--- src/rtl/lift_scheduler.sv ---
// Purpose: SCAN-policy lift controller; latches floor calls, times floor moves and door-open intervals.
// Latency: call sampled at edge t appears in pending after t; the idle decision acts on it at edge t+1.
// Backpressure: none; calls are level/pulse inputs latched every cycle; outputs are registered status.
module lift_scheduler #(
    parameter int N_FLOORS   = 4,
    parameter int FLOOR_W    = 2,
    parameter int TRAVEL_CYC = 50000000,
    parameter int DOOR_CYC   = 100000000
) (
    input  logic                clk,
    input  logic                res,
    input  logic [N_FLOORS-1:0] call_req,
    output logic [FLOOR_W-1:0]  cur_floor,
    output logic [N_FLOORS-1:0] pending,
    output logic                moving,
    output logic                dir_up,
    output logic                door_open
);

    localparam int TMR_MAX = (TRAVEL_CYC > DOOR_CYC) ? TRAVEL_CYC : DOOR_CYC;
    localparam int TMR_W   = $clog2(TMR_MAX) + 1;
    localparam logic [TMR_W-1:0]   TRAVEL_LD = TMR_W'(TRAVEL_CYC - 1);
    localparam logic [TMR_W-1:0]   DOOR_LD   = TMR_W'(DOOR_CYC - 1);
    localparam logic [FLOOR_W-1:0] TOP_FLOOR = FLOOR_W'(N_FLOORS - 1);

    typedef enum logic [1:0] {
        IDLE = 2'd0,
        MOVE = 2'd1,
        DOOR = 2'd2
    } state_t;

    state_t             state;
    logic               last_up;
    logic [TMR_W-1:0]   travel_tmr;
    logic [TMR_W-1:0]   door_tmr;

    logic [FLOOR_W-1:0]  next_floor;
    logic [N_FLOORS-1:0] cur_oh;
    logic [N_FLOORS-1:0] next_oh;
    logic [N_FLOORS-1:0] above_cur;
    logic [N_FLOORS-1:0] below_cur;
    logic [N_FLOORS-1:0] above_next;
    logic [N_FLOORS-1:0] below_next;
    logic [N_FLOORS-1:0] clear_mask;
    logic                calls_above;
    logic                calls_below;
    logic                ahead_next;
    logic                pend_cur;
    logic                pend_next;
    logic                travel_done;
    logic                door_call;
    logic                go_up;

    // Floor masks and request qualifiers; above/below use thermometer masks so no index ever wraps
    always_comb begin
        next_floor = dir_up ? (cur_floor + FLOOR_W'(1)) : (cur_floor - FLOOR_W'(1));
        cur_oh     = '0;
        next_oh    = '0;
        above_cur  = '0;
        below_cur  = '0;
        above_next = '0;
        below_next = '0;
        for (int i = 0; i < N_FLOORS; i++) begin
            cur_oh[i]     = (FLOOR_W'(i) == cur_floor);
            next_oh[i]    = (FLOOR_W'(i) == next_floor);
            above_cur[i]  = (FLOOR_W'(i) >  cur_floor);
            below_cur[i]  = (FLOOR_W'(i) <  cur_floor);
            above_next[i] = (FLOOR_W'(i) >  next_floor);
            below_next[i] = (FLOOR_W'(i) <  next_floor);
        end
        calls_above = |(pending & above_cur);
        calls_below = |(pending & below_cur);
        ahead_next  = dir_up ? |(pending & above_next) : |(pending & below_next);
        pend_cur    = |(pending & cur_oh);
        pend_next   = |(pending & next_oh);
        travel_done = (travel_tmr == '0);
        door_call   = |(call_req & cur_oh);
        // with calls on both sides keep the previous heading, otherwise go where the calls are
        go_up       = (calls_above && calls_below) ? last_up : calls_above;
    end

    // Bits removed from pending this edge: the floor being served, and the open-door floor
    always_comb begin
        clear_mask = '0;
        if (door_open)
            clear_mask = clear_mask | cur_oh;
        if (state == IDLE && pend_cur)
            clear_mask = clear_mask | cur_oh;
        if (state == MOVE && travel_done && pend_next)
            clear_mask = clear_mask | next_oh;
    end

    // Controller state, timers, request latch and registered outputs
    always_ff @(posedge clk or posedge res) begin
        if (res) begin
            state      <= IDLE;
            cur_floor  <= '0;
            pending    <= '0;
            moving     <= 1'b0;
            dir_up     <= 1'b1;
            door_open  <= 1'b0;
            travel_tmr <= '0;
            door_tmr   <= '0;
            last_up    <= 1'b1;
        end else begin
            pending <= (pending | call_req) & ~clear_mask;
            case (state)
                IDLE: begin
                    if (pend_cur) begin
                        state     <= DOOR;
                        door_open <= 1'b1;
                        door_tmr  <= DOOR_LD;
                    end else if (calls_above || calls_below) begin
                        state      <= MOVE;
                        moving     <= 1'b1;
                        dir_up     <= go_up;
                        last_up    <= go_up;
                        travel_tmr <= TRAVEL_LD;
                    end
                end
                MOVE: begin
                    if (!travel_done) begin
                        travel_tmr <= travel_tmr - TMR_W'(1);
                    end else begin
                        cur_floor <= next_floor;
                        // pin the heading at the end floors so it never points off the shaft
                        if (next_floor == TOP_FLOOR)
                            dir_up <= 1'b0;
                        else if (next_floor == '0)
                            dir_up <= 1'b1;
                        if (pend_next) begin
                            state     <= DOOR;
                            moving    <= 1'b0;
                            door_open <= 1'b1;
                            door_tmr  <= DOOR_LD;
                        end else if (ahead_next) begin
                            travel_tmr <= TRAVEL_LD;
                        end else begin
                            // only reachable if calls vanish mid-travel; stop rather than run on
                            state  <= IDLE;
                            moving <= 1'b0;
                        end
                    end
                end
                DOOR: begin
                    if (door_call) begin
                        door_tmr <= DOOR_LD;
                    end else if (door_tmr == '0) begin
                        state     <= IDLE;
                        door_open <= 1'b0;
                    end else begin
                        door_tmr <= door_tmr - TMR_W'(1);
                    end
                end
                default: begin
                    state     <= IDLE;
                    moving    <= 1'b0;
                    door_open <= 1'b0;
                end
            endcase
        end
    end

endmodule

--- config.mk ---
export PLATFORM = sky130hd
export DESIGN_NAME = lift_scheduler
export DESIGN_NICKNAME = d
export VERILOG_FILES = /design/src/rtl/lift_scheduler.sv
export SDC_FILE = /design/constraint.sdc
export NUM_CORES = 1
export LEC_CHECK = 0
export CAP_MARGIN = 30
export CORE_MARGIN = 4
export CORE_UTILIZATION = 62
export CTS_CLUSTER_SIZE = 30
export DETAILED_ROUTE_END_ITERATION = 16
export PLACE_DENSITY = 0.85
export SKIP_CTS_REPAIR_TIMING = 1
export SYNTH_ARGS = -nofsm -noshare
export SYNTH_HDL_FRONTEND = slang
export SYNTH_SLANG_ARGS = --single-unit
--- constraint.sdc ---
create_clock -name clk -period 3.7 [get_ports clk]
set_clock_uncertainty 0.05 [all_clocks]
set_input_delay 0.555 -clock clk [delete_from_list [all_inputs] [get_ports clk]]
set_output_delay 0.555 -clock clk [all_outputs]
set_load 0.02 [all_outputs]
==> results.toml, run 1 <==
[routing]
detail-route-antenna-nets = 0
routed_wl_um = 10200
viasPerCell = 6.95
wl_per_cell_um = 17.8
drc = 0
drtIter0Drc = 296
vias = 3992
drt_pass1_iterations = 6

[clock_network]
cts_sinks = 68
clkTransAtPathRegs_ps = 80
clock_latency_ps = 360
cts_buffer_depth = 2
cts_tree = "built"
numCtsBuffers = 9
htree_levels = 3
cts_root_buf = "clkbuf_8"

[placed_design]
hpwl_um = 7030
pre_cts_slack_ps = 520
io_buffers = 14
place.gp.congestion = 0.866

[global_routing]
track_usage_pct = 25.5
grt_pass1_vias = 3722
antenna_found_initial = 0
grt_max_degree = 49
grt-ovfl-total = 0
grt_pass1_wl_um = 17500

[finish]
multi_input_area_um2 = 2360
fin_nets = 507
n_antenna_cell = 0
fill_cells = 520
regArea_um2 = 1700
synthToLayoutAreaGrowth_pct = 8.80
drive_gt1_share_pct = 12.6

[job]
maxCapViolations = 0

[worst_setup_path]
end_kind = "flip-flop"
critPathKind = "flip-flop to flip-flop"
crit_buf_inv = 1
critPathMaxStageDelay_ps = 550
crit_slowest_cell = "o31a_4"
path_max_fanout = 48
cp_data_required_time_ps = 3880
start_kind = "flip-flop"
arrival_ps = 3410
path_delay_family = "compound AO/OA/AOI/OAI gates"
cp_cell_sequence = "inv_1, ha_1, xnor2_1, mux4_2, o31a_4, o31a_1, or3_1"

[synthesis]
synth_ff_type = "dfrtp_1"
ys_seq_elements = 68
synth_nets = 494
yosysUniqueCellTypes = 74
yosys_warnings = 0
synthCells = 476
ys_seq_area_share_pct = 39.7
synth_edf_count = 0
syn_area_um2 = 4300
synthArstFlopShare_pct = 100
avgSynthCellArea_um2 = 9.02

[floorplan]
die_h_um = 91.2
rows = 30
die-area_um2 = 8320
ios = 15
dieWidth_um = 91.2
start_util_pct = 63.6
core_um2 = 6760

[sta]
setup_tns_ps = 0
worst_slew_pin_slew_ps = 738
slew_violations = 0
fin_ws_ps = 474
fin_crit_sh_pct = 87.2
fin_crit_ps = 3230
fmax_mhz = 310
rsz0062_at_grt = "no"
slew_headroom_pct = 50.8
setup_violations = 0
hold_viol = 0

[pwr]
peakVddDrop_v = 0.000325
p_sw_w = 0.000395
p_leak_nw = 1.99
powerDensity_nw_per_um2 = 322
seq_power_share_pct = 51.5
clockPowerShare_pct = 43.1
p_int_w = 0.00111
swShare_pct = 26.3
combPwrFrac_pct = 5.4

[min_path]
hold_class = "flip-flop to flip-flop"

[run_status]
status = "finished, final reports clean"
==> logic make-up (layout without fill, tap and decap cells) <==
| kind of cell | after synthesis | in the layout | share of synthesized area [%] |
|---|---|---|---|
| buffers and inverters | 39 | 57 | 5.27 |
| AND/OR/NAND/NOR | 216 | 216 | 28.7 |
| AO/OA/AOI/OAI | 136 | 136 | 21.5 |
| adder cells (fa/ha/maj) | 12 | 12 | 3.50 |
| multiplexers | 1 | 1 | 0.524 |
| flip-flops | 68 | 68 | 39.7 |
| XOR/XNOR | 4 | 4 | 0.816 |
==> layout make-up <==
class / count / area share [%]
Tap cell: 80 / 2.14
Clock inverter: 7 / 1.74
Clock buffer: 9 / 2.65
Timing Repair Buffer: 26 / 5.19
Inverter: 15 / 1.20
Multi-Input combinational cell: 369 / 50.6
Sequential cell: 68 / 36.5
==> cells in the final DEF (no fill, tap or decap), types with 13 or more instances in the layout <==
cell type        count
o21ai_0             25
or4_1               19
nor4_1              16
dfrtp_1             66
clkdlybuf4s50_1     14
nand3_1             23
a21oi_1             29
inv_1               13
nand2_1             38
o31ai_1             17
nor2_1              40
nor3_1              14
==> cells in the mapped netlist, types with 4 or more instances <==
cell | n | area [um2]
nand3_1 | 23 | 115
nor4_1 | 16 | 100
dfrtp_1 | 66 | 1650
a22o_1 | 4 | 35.0
a21oi_1 | 29 | 145
buf_2 | 4 | 20.0
ha_1 | 12 | 150
nor2_1 | 40 | 150
or2_2 | 5 | 31.3
o31a_1 | 4 | 35.0
nand2_1 | 38 | 143
or3_1 | 8 | 50.1
clkbuf_8 | 4 | 55.1
a31oi_1 | 12 | 75.1
o41ai_1 | 7 | 61.3
buf_6 | 4 | 45.0
a22oi_1 | 4 | 30.0
nand2b_1 | 5 | 31.3
or4_1 | 19 | 143
a21o_1 | 4 | 30.0
or3_2 | 7 | 52.6
nand4_1 | 7 | 43.8
clkbuf_1 | 10 | 37.5
or4_4 | 4 | 45.0
o21ai_0 | 25 | 125
o31ai_1 | 17 | 128
nor3_1 | 14 | 70.1
inv_1 | 14 | 52.6
==> per-layer routing <==
| layer | track usage [%] | wire, um |
|---|---|---|
| met2 | 41.6 | 5050 |
| met1 | 34.1 | 4490 |
| met3 | 4.64 | 594 |
| met4 | 8.67 | 87 |
| met5 | 0 | 0 |
==> power by group through the flow <==
stage,registers [W],logic [W],clock network [W]
floorplan,0.000784,0.0000563,0
global placement,0.000788,0.0000766,0
detailed placement,0.000790,0.0000806,0
CTS,0.000775,0.0000811,0.000654
global route,0.000779,0.0000951,0.000696
finish,0.000775,0.0000808,0.000648
==> final timing paths <==
kind | startpoint | endpoint | slack, ps | cells past startpoint
worst max register to register | cur_floor[1]$_DFFE_PP0N_ | travel_tmr[5]$_DFFE_PP0P_ | 470 | 7
worst max-delay path | cur_floor[1]$_DFFE_PP0N_ | travel_tmr[5]$_DFFE_PP0P_ | 470 | 7
worst min-delay path | last_up$_DFFE_PP1P_ | last_up$_DFFE_PP1P_ | 460 | 1
worst min register to register | last_up$_DFFE_PP1P_ | last_up$_DFFE_PP1P_ | 460 | 1
min in group asynchronous | res | door_tmr[13]$_DFFE_PP0P_ | 570 | 2
max in group asynchronous | res | last_up$_DFFE_PP1P_ | 2320 | 3
==> flip-flops by register name (all words and copies together) (netlist names) <==
signal and flops:
door_tmr 28, state 2, pending 4, last_up 1, travel_tmr 28, cur_floor 2, dir_up 1, moving 1
door_open 1
==> per-stage QoR <==
| step | area [um2] | cells | hold WS (ps) | total power [W] | utilization (%) |
|---|---|---|---|---|---|
| 2_1_floorplan | 4300 | 476 | 415 | 0.000841 | - |
| 3_3_place_gp | 4460 | 557 | 438 | 0.000864 | 66.0 |
| 3_5_place_dp | 4460 | 557 | 451 | 0.000871 | 66.0 |
| 4_1_cts | 4670 | 573 | 467 | 0.00151 | 69.1 |
| 5_1_grt | 4670 | 574 | 487 | 0.00157 | 69.2 |
| 6_report | 4670 | 574 | 462 | 0.00150 | 69.2 |
No activity file was read; power rests on OpenSTA's default activity.
==> inputs of run 2 (changes only) <==
--- a/config.mk
+++ b/config.mk
@@ -10,7 +10,7 @@
 export CORE_UTILIZATION = 62
 export CTS_CLUSTER_SIZE = 30
 export DETAILED_ROUTE_END_ITERATION = 16
-export PLACE_DENSITY = 0.85
+export PLACE_DENSITY_LB_ADDON = 0.15
 export SKIP_CTS_REPAIR_TIMING = 1
 export SYNTH_ARGS = -nofsm -noshare
 export SYNTH_HDL_FRONTEND = slang
==> run 2 against run 1 <==
Clock power up 21%. Design area up 0.62%. Hold slack better by 2.2 ps. Largest cell class unchanged. Sequential power about the same. Register-to-register slack worse by 90 ps. Routed wire length down 0.63%. Core utilization up 0.43 points. Combinational power down 4.1%. Global-route usage up 0.44 points. Fmax down 2.8%. Final cell count unchanged. Count of clock-buffer cells in the layout unchanged.
==> results.toml, run 2 (synthesis gave the netlist of run 1 again) <==
[floorplan]
core_um2 = 6760
die_h_um = 91.2
rows = 30
ios = 15
die-area_um2 = 8320
start_util_pct = 63.6
dieWidth_um = 91.2

[pwr]
peakVddDrop_v = 0.000228
powerDensity_nw_per_um2 = 347
p_leak_nw = 2.00

[sta]
setup_tns_ps = 0
fmax_mhz = 301
hold_viol = 0
slew_headroom_pct = 43.0
slew_violations = 0
rsz0062_at_grt = "no"
fin_crit_sh_pct = 89.7
fin_crit_ps = 3320
setup_violations = 0
hold_ws_ps = 464
worst_slew_pin_slew_ps = 854

[global_routing]
grt_max_degree = 69
grt_pass1_vias = 3662
track_usage_pct = 25.9
grt-ovfl-total = 0
grt_pass1_wl_um = 17600
antenna_found_initial = 0

[finish]
n_antenna_cell = 0
regArea_um2 = 1700
synthToLayoutAreaGrowth_pct = 9.47
fin_nets = 507
multi_input_area_um2 = 2360
largestRegisters = "door_tmr: 28 flops, travel_tmr: 28 flops, pending: 4 flops"
drive_gt1_share_pct = 12.6
layout_common_cells = "dfrtp_1 (66), nor2_1 (40), nand2_1 (38), a21oi_1 (29), o21ai_0 (25)"
final_common_cell = "dfrtp_1"
fill_cells = 532

[clock_network]
cts_root_buf = "clkbuf_8"
clock_latency_ps = 360
htree_levels = 3
cts_sinks = 68
numCtsBuffers = 9
cts_buffer_depth = 2
clkTransAtPathRegs_ps = 90
cts_tree = "built"

[routing]
drt_pass1_iterations = 4
detail-route-antenna-nets = 0
routed_wl_um = 10200
drc = 0
wl_met1_um = 4610
top_layer_used = "met4"
viasPerCell = 6.82
wl_per_cell_um = 17.7
drtIter0Drc = 235
vias = 3913
dr_wl_met2_um = 4840
wl_met3_um = 578

[worst_setup_path]
cp_cell_sequence = "inv_1, ha_1, xnor2_1, mux4_2, o31a_4, o31a_1, or3_1"
end_kind = "flip-flop"
cp_data_required_time_ps = 3890
start_kind = "flip-flop"
path_max_fanout = 48
critPathMaxStageDelay_ps = 550
crit_slowest_cell = "o31a_4"
critPathKind = "flip-flop to flip-flop"
arrival_ps = 3510

[job]
maxCapViolations = 0

[placed_design]
hpwl_um = 6690
place.gp.congestion = 0.949
io_buffers = 14

[min_path]
hold_class = "flip-flop to flip-flop"

[run_status]
status = "finished, final reports clean"
-- run 2: cell types whose count changed in the layout (fill, tap and decap cells not counted) --
| cell | delta |
|---|---|
| bufinv_16 | +2 |
| clkinvlp_4 | +1 |
| buf_12 | -1 |
| clkinv_4 | -1 |
| inv_6 | -2 |
| buf_4 | +1 |
-- run 2: worst max-delay path, delay by kind of cell, from the launching register on --
kind                     cells  cell delay, ps
AO/OA/AOI/OAI                2             880
flip-flops                   1             500
multiplexers                 1             450
adder cells (fa/ha/maj)      1             400
XOR/XNOR                     1             400
AND/OR/NAND/NOR              1             330
buffers and inverters        1             150
-- run 2: final cells by class --
type | count | area share [%]
clock inverters | 7 | 2.61
repair buffers | 26 | 4.90
flip-flops and latches | 68 | 36.2
multi-input cells | 369 | 50.3
clock buffers | 9 | 2.63
well taps | 80 | 2.13
inverters | 15 | 1.20
-- run 2: where the power goes --
part | internal [W] | switching, W
Combinational | 0.0000293 | 0.0000483
Clock | 0.000452 | 0.000329
Sequential | 0.000757 | 0.0000170
Total | 0.00124 | 0.000394
-- run 2: metal layers --
layer / global-route usage [%] / vias up
met4: 9.92 / 0
met1: 36.2 / 1923
met5: 0 / -
li1: - / 1851
met2: 40.8 / 127
met3: 3.65 / 12
-- run 2: worst paths after layout --
kind / from / end / slack [ps] / cells past startpoint
max: cur_floor[1]$_DFFE_PP0N_ / travel_tmr[5]$_DFFE_PP0P_ / 380 / 7
min: last_up$_DFFE_PP1P_ / last_up$_DFFE_PP1P_ / 460 / 1
max reg2reg: cur_floor[1]$_DFFE_PP0N_ / travel_tmr[5]$_DFFE_PP0P_ / 380 / 7
min reg2reg: last_up$_DFFE_PP1P_ / last_up$_DFFE_PP1P_ / 460 / 1
max in group asynchronous: res / travel_tmr[3]$_DFFE_PP0P_ / 2330 / 3
min in group asynchronous: res / door_tmr[23]$_DFFE_PP0P_ / 720 / 3
-- run 2: through the flow --
step                      setup slack (ps)  total power (W)  instances  cell area [um2]  util [%]
after floorplan                        357         0.000841        476             4300         -
after global placement                 537         0.000863        557             4450      65.8
after detailed placement               436         0.000867        557             4450      65.8
after CTS                              413          0.00164        573             4690      69.5
after global routing                   182          0.00168        574             4700      69.6
final                                  380          0.00163        574             4700      69.6
==> inputs of run 3 (changes only) <==
--- a/config.mk
+++ b/config.mk
@@ -15,3 +15,4 @@
 export SYNTH_ARGS = -nofsm -noshare
 export SYNTH_HDL_FRONTEND = slang
 export SYNTH_SLANG_ARGS = --single-unit
+export TNS_END_PERCENT = 50
==> results of run 3 <==
Final layout, timing and power as in run 2 (identical DEF).
